File: config.mk
export PLATFORM = sky130hd
export DESIGN_NAME = cpu_control_unit
export DESIGN_NICKNAME = d
export VERILOG_FILES = /design/src/rtl/cpu_control_unit.sv
export SDC_FILE = /design/constraint.sdc
export NUM_CORES = 1
export LEC_CHECK = 0
export BUFFER_PORTS_ARGS = -buffer_cell sky130_fd_sc_hd__buf_2
export CORE_UTILIZATION = 45
export DETAILED_ROUTE_END_ITERATION = 6
export PLACE_DENSITY = 0.71
export SYNTH_ARGS = -nofsm -noshare
export SYNTH_HDL_FRONTEND = slang
export SYNTH_SLANG_ARGS = --single-unit
File: constraint.sdc
create_clock -name clk -period 2.7 [get_ports clk]
set_clock_uncertainty 0.15 [all_clocks]
set_input_delay 0.54 -clock clk [delete_from_list [all_inputs] [get_ports clk]]
set_output_delay 0.54 -clock clk [all_outputs]
set_load 0.02 [all_outputs]
File: src/rtl/cpu_control_unit.sv
// -----------------------------------------------------------------------------
// cpu_control_unit
// Multi-cycle controller for the 8-bit core. Holds the PC and the instruction
// register, fetches 16-bit instructions over the imem handshake, decodes them
// into the ALU control word and sequences writeback, data-memory access and
// PC redirection from the ALU result / branch decision.
//
// Ports
//   clk, rst_n            system clock, synchronous active-low reset
//   imem_req/addr         fetch request and address (= pc)
//   imem_valid/rdata      fetch data valid and instruction word
//   rf_raddr_a/b          register read ports (A = operand A, B = operand B
//                         or store data)
//   rf_waddr/we/wsel      register write address, strobe, source select
//                         (0 = alu_result, 1 = dmem_rdata)
//   alu_opcode/dir/
//   alu_is_unsigned/
//   alu_b_sel, imm        ALU control word
//   alu_result,
//   alu_branch_taken      ALU outputs consumed by the controller
//   dmem_req/we/addr      data memory request, store select, address
//   dmem_ack              data access complete
//   pc, halted            current PC, core halted
//
// Opcode map: 0000-0110 R-type (0110 = SHIFT), 0111 LOAD, 1000 STORE,
// 1001 ADDI, 1010 LDI, 1011 BEQ, 1100 BNE, 1101 JMP, 1110 NOP, 1111 HLT.
//
// state   | meaning
// --------+------------------------------------------------------------
// FETCH   | imem_req high, wait for imem_valid, load IR, pc += 1
// DECODE  | control word driven from IR; NOP/HLT resolved here
// EXECUTE | latch alu_result; resolve branch/jump
// MEM     | dmem_req high until dmem_ack
// WB      | single-cycle register write strobe
// HALT    | halted; only reset leaves this state
// -----------------------------------------------------------------------------
module cpu_control_unit #(
    parameter int              PC_W     = 8,
    parameter logic [PC_W-1:0] RESET_PC = '0
) (
    input  logic            clk,
    input  logic            rst_n,
    output logic            imem_req,
    output logic [PC_W-1:0] imem_addr,
    input  logic            imem_valid,
    input  logic [15:0]     imem_rdata,
    output logic [1:0]      rf_raddr_a,
    output logic [1:0]      rf_raddr_b,
    output logic [1:0]      rf_waddr,
    output logic            rf_we,
    output logic            rf_wsel,
    output logic [3:0]      alu_opcode,
    output logic            alu_dir,
    output logic            alu_is_unsigned,
    output logic            alu_b_sel,
    output logic [7:0]      imm,
    input  logic [7:0]      alu_result,
    input  logic            alu_branch_taken,
    output logic            dmem_req,
    output logic            dmem_we,
    output logic [PC_W-1:0] dmem_addr,
    input  logic            dmem_ack,
    output logic [PC_W-1:0] pc,
    output logic            halted
);

    localparam logic [2:0] S_FETCH   = 3'd0;
    localparam logic [2:0] S_DECODE  = 3'd1;
    localparam logic [2:0] S_EXECUTE = 3'd2;
    localparam logic [2:0] S_MEM     = 3'd3;
    localparam logic [2:0] S_WB      = 3'd4;
    localparam logic [2:0] S_HALT    = 3'd5;

    localparam logic [3:0] OP_SHIFT = 4'h6;
    localparam logic [3:0] OP_LOAD  = 4'h7;
    localparam logic [3:0] OP_STORE = 4'h8;
    localparam logic [3:0] OP_LDI   = 4'hA;
    localparam logic [3:0] OP_BEQ   = 4'hB;
    localparam logic [3:0] OP_BNE   = 4'hC;
    localparam logic [3:0] OP_JMP   = 4'hD;
    localparam logic [3:0] OP_NOP   = 4'hE;
    localparam logic [3:0] OP_HLT   = 4'hF;

    logic [2:0]      r_state;
    logic [15:0]     r_ir;
    logic [PC_W-1:0] r_pc;
    logic [PC_W-1:0] r_result;

    logic [3:0]      w_op;
    logic            w_rtype;
    logic            w_is_load;
    logic            w_is_store;
    logic            w_is_branch;
    logic [PC_W-1:0] w_imm_sext;

    assign w_op        = r_ir[15:12];
    assign w_rtype     = (w_op <= OP_SHIFT);
    assign w_is_load   = (w_op == OP_LOAD);
    assign w_is_store  = (w_op == OP_STORE);
    assign w_is_branch = (w_op == OP_BEQ) || (w_op == OP_BNE);
    // pc has already been incremented when the branch resolves, so the
    // offset is relative to the instruction after the branch.
    assign w_imm_sext  = PC_W'($signed(r_ir[7:0]));

    always_ff @(posedge clk) begin
        if (!rst_n) begin
            r_state  <= S_FETCH;
            r_pc     <= RESET_PC;
            r_ir     <= '0;
            r_result <= '0;
        end else begin
            case (r_state)
                S_FETCH: begin
                    if (imem_valid) begin
                        r_ir    <= imem_rdata;
                        r_pc    <= r_pc + PC_W'(1);
                        r_state <= S_DECODE;
                    end
                end
                S_DECODE: begin
                    if (w_op == OP_NOP) begin
                        r_state <= S_FETCH;
                    end else if (w_op == OP_HLT) begin
                        r_state <= S_HALT;
                    end else begin
                        r_state <= S_EXECUTE;
                    end
                end
                S_EXECUTE: begin
                    r_result <= PC_W'(alu_result);
                    if (w_is_branch) begin
                        if (alu_branch_taken) begin
                            r_pc <= r_pc + w_imm_sext;
                        end
                        r_state <= S_FETCH;
                    end else if (w_op == OP_JMP) begin
                        r_pc    <= PC_W'(alu_result);
                        r_state <= S_FETCH;
                    end else if (w_is_load || w_is_store) begin
                        r_state <= S_MEM;
                    end else begin
                        r_state <= S_WB;
                    end
                end
                S_MEM: begin
                    if (dmem_ack) begin
                        r_state <= w_is_store ? S_FETCH : S_WB;
                    end
                end
                S_WB:    r_state <= S_FETCH;
                S_HALT:  r_state <= S_HALT;
                default: r_state <= S_FETCH;
            endcase
        end
    end

    assign imem_req        = (r_state == S_FETCH);
    assign imem_addr       = r_pc;
    assign pc              = r_pc;

    // Control word is a pure function of IR, so it stays constant from
    // DECODE until the next fetch completes.
    assign rf_raddr_a      = r_ir[9:8];
    assign rf_raddr_b      = w_rtype ? r_ir[7:6] : r_ir[11:10];
    assign rf_waddr        = r_ir[11:10];
    assign rf_wsel         = w_is_load;
    assign alu_opcode      = w_op;
    assign alu_dir         = (w_op == OP_SHIFT) && r_ir[5];
    assign alu_is_unsigned = w_rtype && r_ir[4];
    assign alu_b_sel       = ((w_op >= OP_LOAD) && (w_op <= OP_LDI)) || (w_op == OP_JMP);
    assign imm             = r_ir[7:0];

    assign rf_we           = (r_state == S_WB);
    assign dmem_req        = (r_state == S_MEM);
    assign dmem_we         = (r_state == S_MEM) && w_is_store;
    assign dmem_addr       = r_result;
    assign halted          = (r_state == S_HALT);

endmodule

Word level (Yosys, flattened, before mapping)
Index checks and enable logic that the tools add are counted.

Add/sub/neg operators: 2. Multipliers: 0. Div/mod/pow operators: 0. Magnitude comparators: 3. Eq/ne operators: 17. Shift-type cells: 0. Mux-type cells: 15. Bitwise gates (word level): 0. Reduce and logical (&&, ||, !) cells: 12.

Operators with widths (count): 2-to-1 mux 8 bit (4); == test 4 bit (second input constant) (6); 2-to-1 mux 3 bit (8); case mux 8 bit (2 select lines) (1); case mux 3 bit (5 select lines) (1); adder 8 x 1 -> 8 bit (second input constant) (1); adder 8 bit (1); == test 4 x 3 -> 1 bit (second input constant) (2); == test 3 x 2 -> 1 bit (second input constant) (2); == test 3 bit (second input constant) (2); inequality test 3 bit (second input constant) (2); >= comparator 4 x 3 -> 1 bit (second input constant) (1); less-or-equal comparator 4 x 3 -> 1 bit (second input constant) (1); less-or-equal comparator 4 bit (second input constant) (1); logical AND 1 bit (4); inequality test 2 x 1 -> 1 bit (second input constant) (2); AND reduction 2 bit (2); AND reduction 4 bit (1); == test 3 x 1 -> 1 bit (second input constant) (1); logical NOT 3 bit (1); logical OR 1 bit (3); 2-to-1 mux 2 bit (1); nonzero test 2 bit (1).

Register bits: 35. Latch bits: 0. Memory bits (writable): 0. Memory bits (read-only): 0. Bits of input ports: 29. Output and inout bits: 51. Word-level logic and storage cells: 53. Memories kept: 0.

Depth between registers and ports, before layout
Gate-level depths: netlist (run 1).

Depth after elaboration: 6. Depth in mapped cells: 9. Gate-level depth less buffers: 9.

Worst setup path before layout (run 1)
No wires, ideal clock.

Path kind: register to register. From: reg r_pc[0] (netlist: imem_addr[0]). To: reg r_pc[4] (netlist: imem_addr[4]). Data arrival time: 1.889 ns. Required time: 2.462 ns. Setup slack: 0.573 ns. Cell stages (with the launch flop): 10. Cell sequence: dfxtp_1 ha_1 inv_1 fa_1 nor2b_1 o21ai_0 nand2b_1 xor2_1 nor3_1 o32ai_2.

Longest elaborated chain between the ends: 4.

RTL lines: start: declaration (line 86) `logic [PC_W-1:0] r_pc;`; start signal: assignment (line 116) `r_pc <= r_pc + PC_W'(1);`; start signal: assignment (line 133) `r_pc <= r_pc + w_imm_sext;`; start signal: assignment (line 137) `r_pc <= PC_W'(alu_result);`; adder 8 bit (line 133); 2-to-1 mux 8 bit (line 132) `if (alu_branch_taken) begin`; 2-to-1 mux 8 bit (line 131) `if (w_is_branch) begin`; case mux 8 bit (2 select lines) * (line 112) `case (r_state)`.

Every way passes the cells marked *; elsewhere a longest branch is shown, timed or not. The select of a mux whose other input is x is not followed. A chain may end at the register's enable or synchronous reset.

Worst setup path in the final report (run 1)
From: reg r_ir[13]. To: out rf_raddr_b[1].

Longest elaborated chain between the ends: 2.

RTL lines: start: declaration (line 85) `logic [15:0] r_ir;`; start signal: assignment (line 115) `r_ir <= imem_rdata;`; less-or-equal comparator 4 x 3 -> 1 bit (line 97) `assign w_rtype = (w_op <= OP_SHIFT);`; 2-to-1 mux 2 bit (line 164) `assign rf_raddr_b = w_rtype ? r_ir[7:6] : r_ir[11:10];`; end: declaration (line 48) `output logic [1:0] rf_raddr_b,`.

Every way passes these cells.

==> impl_metrics.env, run 1 <==
export IMPL_wl_per_cell_um=13.3
export IMPL_yosys_register_bits=35
export IMPL_violations="design-rule violations"
export IMPL_dp_hpwl_mm=3.94
export IMPL_cts_sinks=35
export IMPL_cts_hold_buf=0
export IMPL_cts_resized=0
export IMPL_drc=4
export IMPL_initial_core_util=0.475
export IMPL_period_needed_ps=2370
export IMPL_grt_pass1_vias=1944
export IMPL_wl_mm=5.31
export IMPL_clk_pin_slew_ps=70
export IMPL_syn_avg_cell_area_sq_um=7.52
export IMPL_tritoncts="yes"
export IMPL_worst_slew_pin_slew_ps=634
export IMPL_mappedNetlistArea_sq_um=2110
export IMPL_ys_flop_type="dfxtp_1"
export IMPL_hold_viol=0
export IMPL_worst_path_buf_inv=1
export IMPL_cp_end_kind="primary output"
export IMPL_die_h_um=70.5
export IMPL_cts_htree_levels=2
export IMPL_fin_ws_ps=334
export IMPL_synthCells=281
export IMPL_critical_path_class="register to primary output"
export IMPL_leakage_nw=1.17
export IMPL_crit_family="flip-flops"
export IMPL_ant_nets=0
export IMPL_place_ws_ps=543
export IMPL_synth_top_area_frac=0.332
export IMPL_critPathMaxStageDelay_ps=430
export IMPL_tns_ps=0
export IMPL_syn_to_final_growth_pct=19.5
export IMPL_critPathArrivalTime_ps=1680
export IMPL_path_cells="a31oi_1 > mux2_2 > buf_2"
export IMPL_core_sq_um=4440
export IMPL_io_pin_count=80
export IMPL_die_w_um=70.5
export IMPL_rsz0062_at_grt="false"
export IMPL_hp_class="register to register"
export IMPL_cp_slowest_cell="dfxtp_1"
export IMPL_required_ps=2010
export IMPL_cts_buffers_inserted=5
export IMPL_p_per_area_nw_per_um2=641
export IMPL_synth_edf_count=0
export IMPL_gp_congestion=0.889
export IMPL_clockBufferDepth=2
export IMPL_ys_async_sr_fraction=0
export IMPL_grt_ovfl_total=0
export IMPL_grt_antenna_before_repair=0
export IMPL_vias=2150
export IMPL_grt_pass1_wl_mm=8.89
export IMPL_vias_per_cell=5.40
export IMPL_yosysSeqAreaShare=0.332
export IMPL_clkLatencyLatePin_ps=290
export IMPL_maxSlewHeadroom=0.578
export IMPL_finalSetupViolations=0
export IMPL_timing_fmax_mhz=423
export IMPL_design_die_area_sq_um=4970
export IMPL_drive_gt1_frac=0.277
export IMPL_maxCapViolCount=0
export IMPL_firstDrtPassIters=6
export IMPL_period_share=0.876
export IMPL_crit_path_start_kind="register"
export IMPL_synth_top_area_cell="dfxtp_1"
export IMPL_finalMaxSlewViolations=0
export IMPL_layout_nets=383
export IMPL_drt_initial_drc_count=173
export IMPL_port_buffers=79
export IMPL_clockRootBuffer="clkbuf_8"
export IMPL_status="finished, violations left"
export IMPL_rows=24
export IMPL_crit_fanout=13
export IMPL_ir_drop_mv=0.293
export IMPL_synth_area_leaders="dfxtp_1, nand2_1, a21oi_1"
export IMPL_grt_usage=0.223
export IMPL_antennaDiodeCount=0
export IMPL_yosys_warnings=0
export IMPL_yosysUniqueCellTypes=44
export IMPL_grt_max_degree=19
export IMPL_postCtsSetupRepairBufs=0
export IMPL_syn_nets=319
## sequential cells by signal, indices dropped and copies added, names as in the netlist
signal     cells
r_state        3
r_ir          16
imem_addr      8
dmem_addr      8
## cell usage after synthesis (2+ instances only)
library cell / n
nor2b_1: 4
nand4_1: 3
nor3_1: 2
a21oi_1: 37
ha_1: 8
o21ai_0: 11
buf_2: 7
buf_4: 8
xnor2_1: 2
dfxtp_1: 35
xor2_1: 9
buf_6: 2
nor3b_1: 4
nand2_2: 2
o211ai_1: 6
inv_1: 6
a31oi_1: 3
clkbuf_1: 6
o32ai_1: 2
a21o_1: 2
nand2b_1: 3
nor2_1: 10
and2_1: 3
nand2_1: 71
nand3_1: 7
o22ai_1: 2
mux2_2: 2
o21ai_1: 8
## final timing paths
path	endpoint	cells after the start	startpoint	slack (ps)
max	rf_raddr_b[1]	3	r_ir[13]	330
min	dmem_addr[0]	2	dmem_addr[0]	300
max reg2reg	imem_addr[4]	9	imem_addr[0]	510
min reg2reg	dmem_addr[0]	2	dmem_addr[0]	300
## layer usage
layer,global-route usage,part of all wire,up-vias
met1,0.302,0.48,984
met2,0.346,0.46,73
li1,-,-,1087
met5,0,0,-
met4,0.0726,0.0085,0
met3,0.0592,0.059,6
## placed cells by master (no fill, tap or decap), types with 3 or more instances in the layout
| cell type | n |
|---|---|
| nand3_1 | 7 |
| a21oi_1 | 37 |
| o21ai_0 | 11 |
| buf_2 | 79 |
| inv_1 | 6 |
| nor2_1 | 10 |
| a31oi_1 | 3 |
| xor2_1 | 9 |
| nand4_1 | 3 |
| clkbuf_8 | 5 |
| o21ai_1 | 8 |
| nor2b_1 | 4 |
| and2_1 | 3 |
| dfxtp_1 | 35 |
| nand2_1 | 71 |
| o211ai_1 | 6 |
| ha_1 | 8 |
| nand2b_1 | 3 |
| nor3b_1 | 4 |
## power breakdown
part           internal (mW)  switching (mW)  total, mW  leakage, nW
clock network          0.180           0.197      0.378       0.0412
registers              0.578          0.0977      0.676        0.286
logic                  0.205           0.359      0.564        0.846
## logic make-up after synthesis
kind of cell	share of synthesized area
fa+ha+maj	0.0569
simple gates	0.251
xor+xnor	0.0456
mux	0.0107
buf+inv	0.0788
compound gates	0.225
flops	0.332
## worst min-delay path, stage by stage, from the launching register on
cell and delay (ps):
dfxtp_1 310, nand2_1 50, a21oi_1 50
## per-stage QoR
stage	total power [mW]	utilization	instances	hold slack [ps]	instance area (sq um)
floorplan	1.11	-	281	385	2110
global placement	1.24	0.549	390	291	2440
detailed placement	1.25	0.549	390	295	2440
CTS	1.63	0.568	398	305	2520
global route	1.72	0.568	398	325	2520
finish	1.62	0.568	398	304	2520
## final cells by class
class                      instances  area (sq um)
fill                             460          1920
multi-input combinational        216          1240
sequential                        35           701
timing repair buffer              80           403
clock buffer                       6          72.6
tap                               52          65.1
inverter                           7          26.3
clock inverter                     2          12.5
(Power assumes the default switching activity.)
==> inputs of run 2 (changes only) <==
- BUFFER_PORTS_ARGS: -buffer_cell sky130_fd_sc_hd__buf_2 -> not set
- DONT_BUFFER_PORTS: not set -> 1
- PLACE_DENSITY: 0.71 -> 0.57
==> run 2 against run 1 <==
The run still ends with design-rule violations left. Die area stayed put. Critical path type unchanged. Total power fell by 0.58%. Via count shrank 15%. Combinational power decreased by 14%.
==> impl_metrics.env, run 2 (synthesized netlist as in run 1, its figures left out) <==
export IMPL_vias=1832
export IMPL_drive_gt1_frac=0.104
export IMPL_drt_initial_drc_count=126
export IMPL_finalInstanceArea_sq_um=2230
export IMPL_violations="design-rule violations"
export IMPL_design_die_area_sq_um=4970
export IMPL_status="finished, violations left"
export IMPL_clk_pin_slew_ps=80
export IMPL_die_w_um=70.5
export IMPL_mostFrequentLayoutCells="nand2_1, a21oi_1, dfxtp_1"
export IMPL_hp_class="primary input to register"
export IMPL_leakage_nw=0.866
export IMPL_grt_ovfl_total=0
export IMPL_io_pin_count=80
export IMPL_tritoncts="yes"
export IMPL_vias_per_cell=5.53
export IMPL_finalSetupViolations=0
export IMPL_port_buffers=0
export IMPL_regMostFlops="r_ir"
export IMPL_cts_htree_levels=2
export IMPL_worst_slew_pin_slew_ps=675
export IMPL_core_sq_um=4440
export IMPL_wl_per_cell_um=15.5
export IMPL_rsz0062_at_grt="false"
export IMPL_rows=24
export IMPL_hold_viol=0
export IMPL_critPathArrivalTime_ps=1670
export IMPL_grt_max_degree=17
export IMPL_maxCapViolCount=0
export IMPL_p_per_area_nw_per_um2=720
export IMPL_grt_usage=0.212
export IMPL_grt_pass1_wl_mm=8.15
export IMPL_layout_nets=316
export IMPL_firstDrtPassIters=7
export IMPL_final_common_cell="nand2_1"
export IMPL_drc=12
export IMPL_cts_sinks=35
export IMPL_clockRootBuffer="clkbuf_8"
export IMPL_cts_resized=0
export IMPL_largest_reg_flops=16
export IMPL_clockBufferDepth=2
export IMPL_period_share=0.876
export IMPL_clkLatencyLatePin_ps=280
export IMPL_n_fill_cell=474
export IMPL_wl_mm=5.14
export IMPL_cts_buffers_inserted=5
export IMPL_initial_core_util=0.475
export IMPL_maxSlewHeadroom=0.549
export IMPL_timing_fmax_mhz=423
export IMPL_ant_nets=0
export IMPL_critical_path_class="register to primary output"
export IMPL_finalMaxSlewViolations=0
export IMPL_syn_to_final_growth_pct=5.81
export IMPL_cts_hold_buf=0
export IMPL_p_total_mw=1.61
export IMPL_crit_path_start_kind="register"
export IMPL_ir_drop_mv=0.376
export IMPL_dp_hpwl_mm=3.83
export IMPL_period_needed_ps=2360
export IMPL_die_h_um=70.5
export IMPL_post_dp_cell_area_sq_um=2130
export IMPL_crit_fanout=10
export IMPL_tns_ps=0
export IMPL_grt_pass1_vias=1647
export IMPL_required_ps=2010
export IMPL_grt_antenna_before_repair=0
export IMPL_gp_congestion=0.834
export IMPL_postCtsSetupRepairBufs=0
export IMPL_antennaDiodeCount=0
export IMPL_cp_end_kind="primary output"
-- run 2: cell count changes in the layout (fill, tap and decap cells not counted), sizes merged --
cell	before	now
clkinv	2	1
clkinvlp	1	0
buf	80	13
clkbuf	6	8
-- run 2: cell type report --
class	count	area, sq um	share of cell area
multi-input combinational	216	1240	0.557
sequential	35	701	0.314
inverter	7	26.3	0.0118
tap	52	65.1	0.0291
timing repair buffer	13	97.6	0.0437
clock buffer	8	100	0.0448
-- run 2: final timing paths --
check                from           end  slack, ps  cells after the start
max              r_ir[14]       dmem_we        340                      3
min              dmem_ack    r_state[0]        210                      1
max reg2reg       r_ir[0]  imem_addr[4]        570                      9
min reg2reg  dmem_addr[5]  dmem_addr[5]        400                      2
-- run 2: worst max-delay path: stages (launching register included) --
cell,delay (ps)
dfxtp_1,460
nand2b_1,240
or3_1,360
nor2_1,330
-- run 2: routing by layer --
layer / vias to the layer above / part of all wire / global-route usage
met1: 824 / 0.50 / 0.302
met2: 52 / 0.43 / 0.305
met3: 2 / 0.065 / 0.0707
met4: 0 / 0.0051 / 0.0544
li1: 954 / - / -
met5: - / 0 / 0
-- run 2: power breakdown --
group | switching, mW | internal (mW)
combinational | 0.313 | 0.170
sequential | 0.125 | 0.578
clock | 0.189 | 0.233
total | 0.627 | 0.982
-- run 2: metrics by stage --
stage / instances / setup slack [ps] / utilization / hold slack, ps
floorplan: 281 / 573 / - / 385
finish: 331 / 335 / 0.503 / 211
detailed placement: 323 / 538 / 0.480 / 396
CTS: 331 / 327 / 0.503 / 210
global route: 331 / 188 / 0.503 / 199
global placement: 323 / 574 / 0.480 / 395
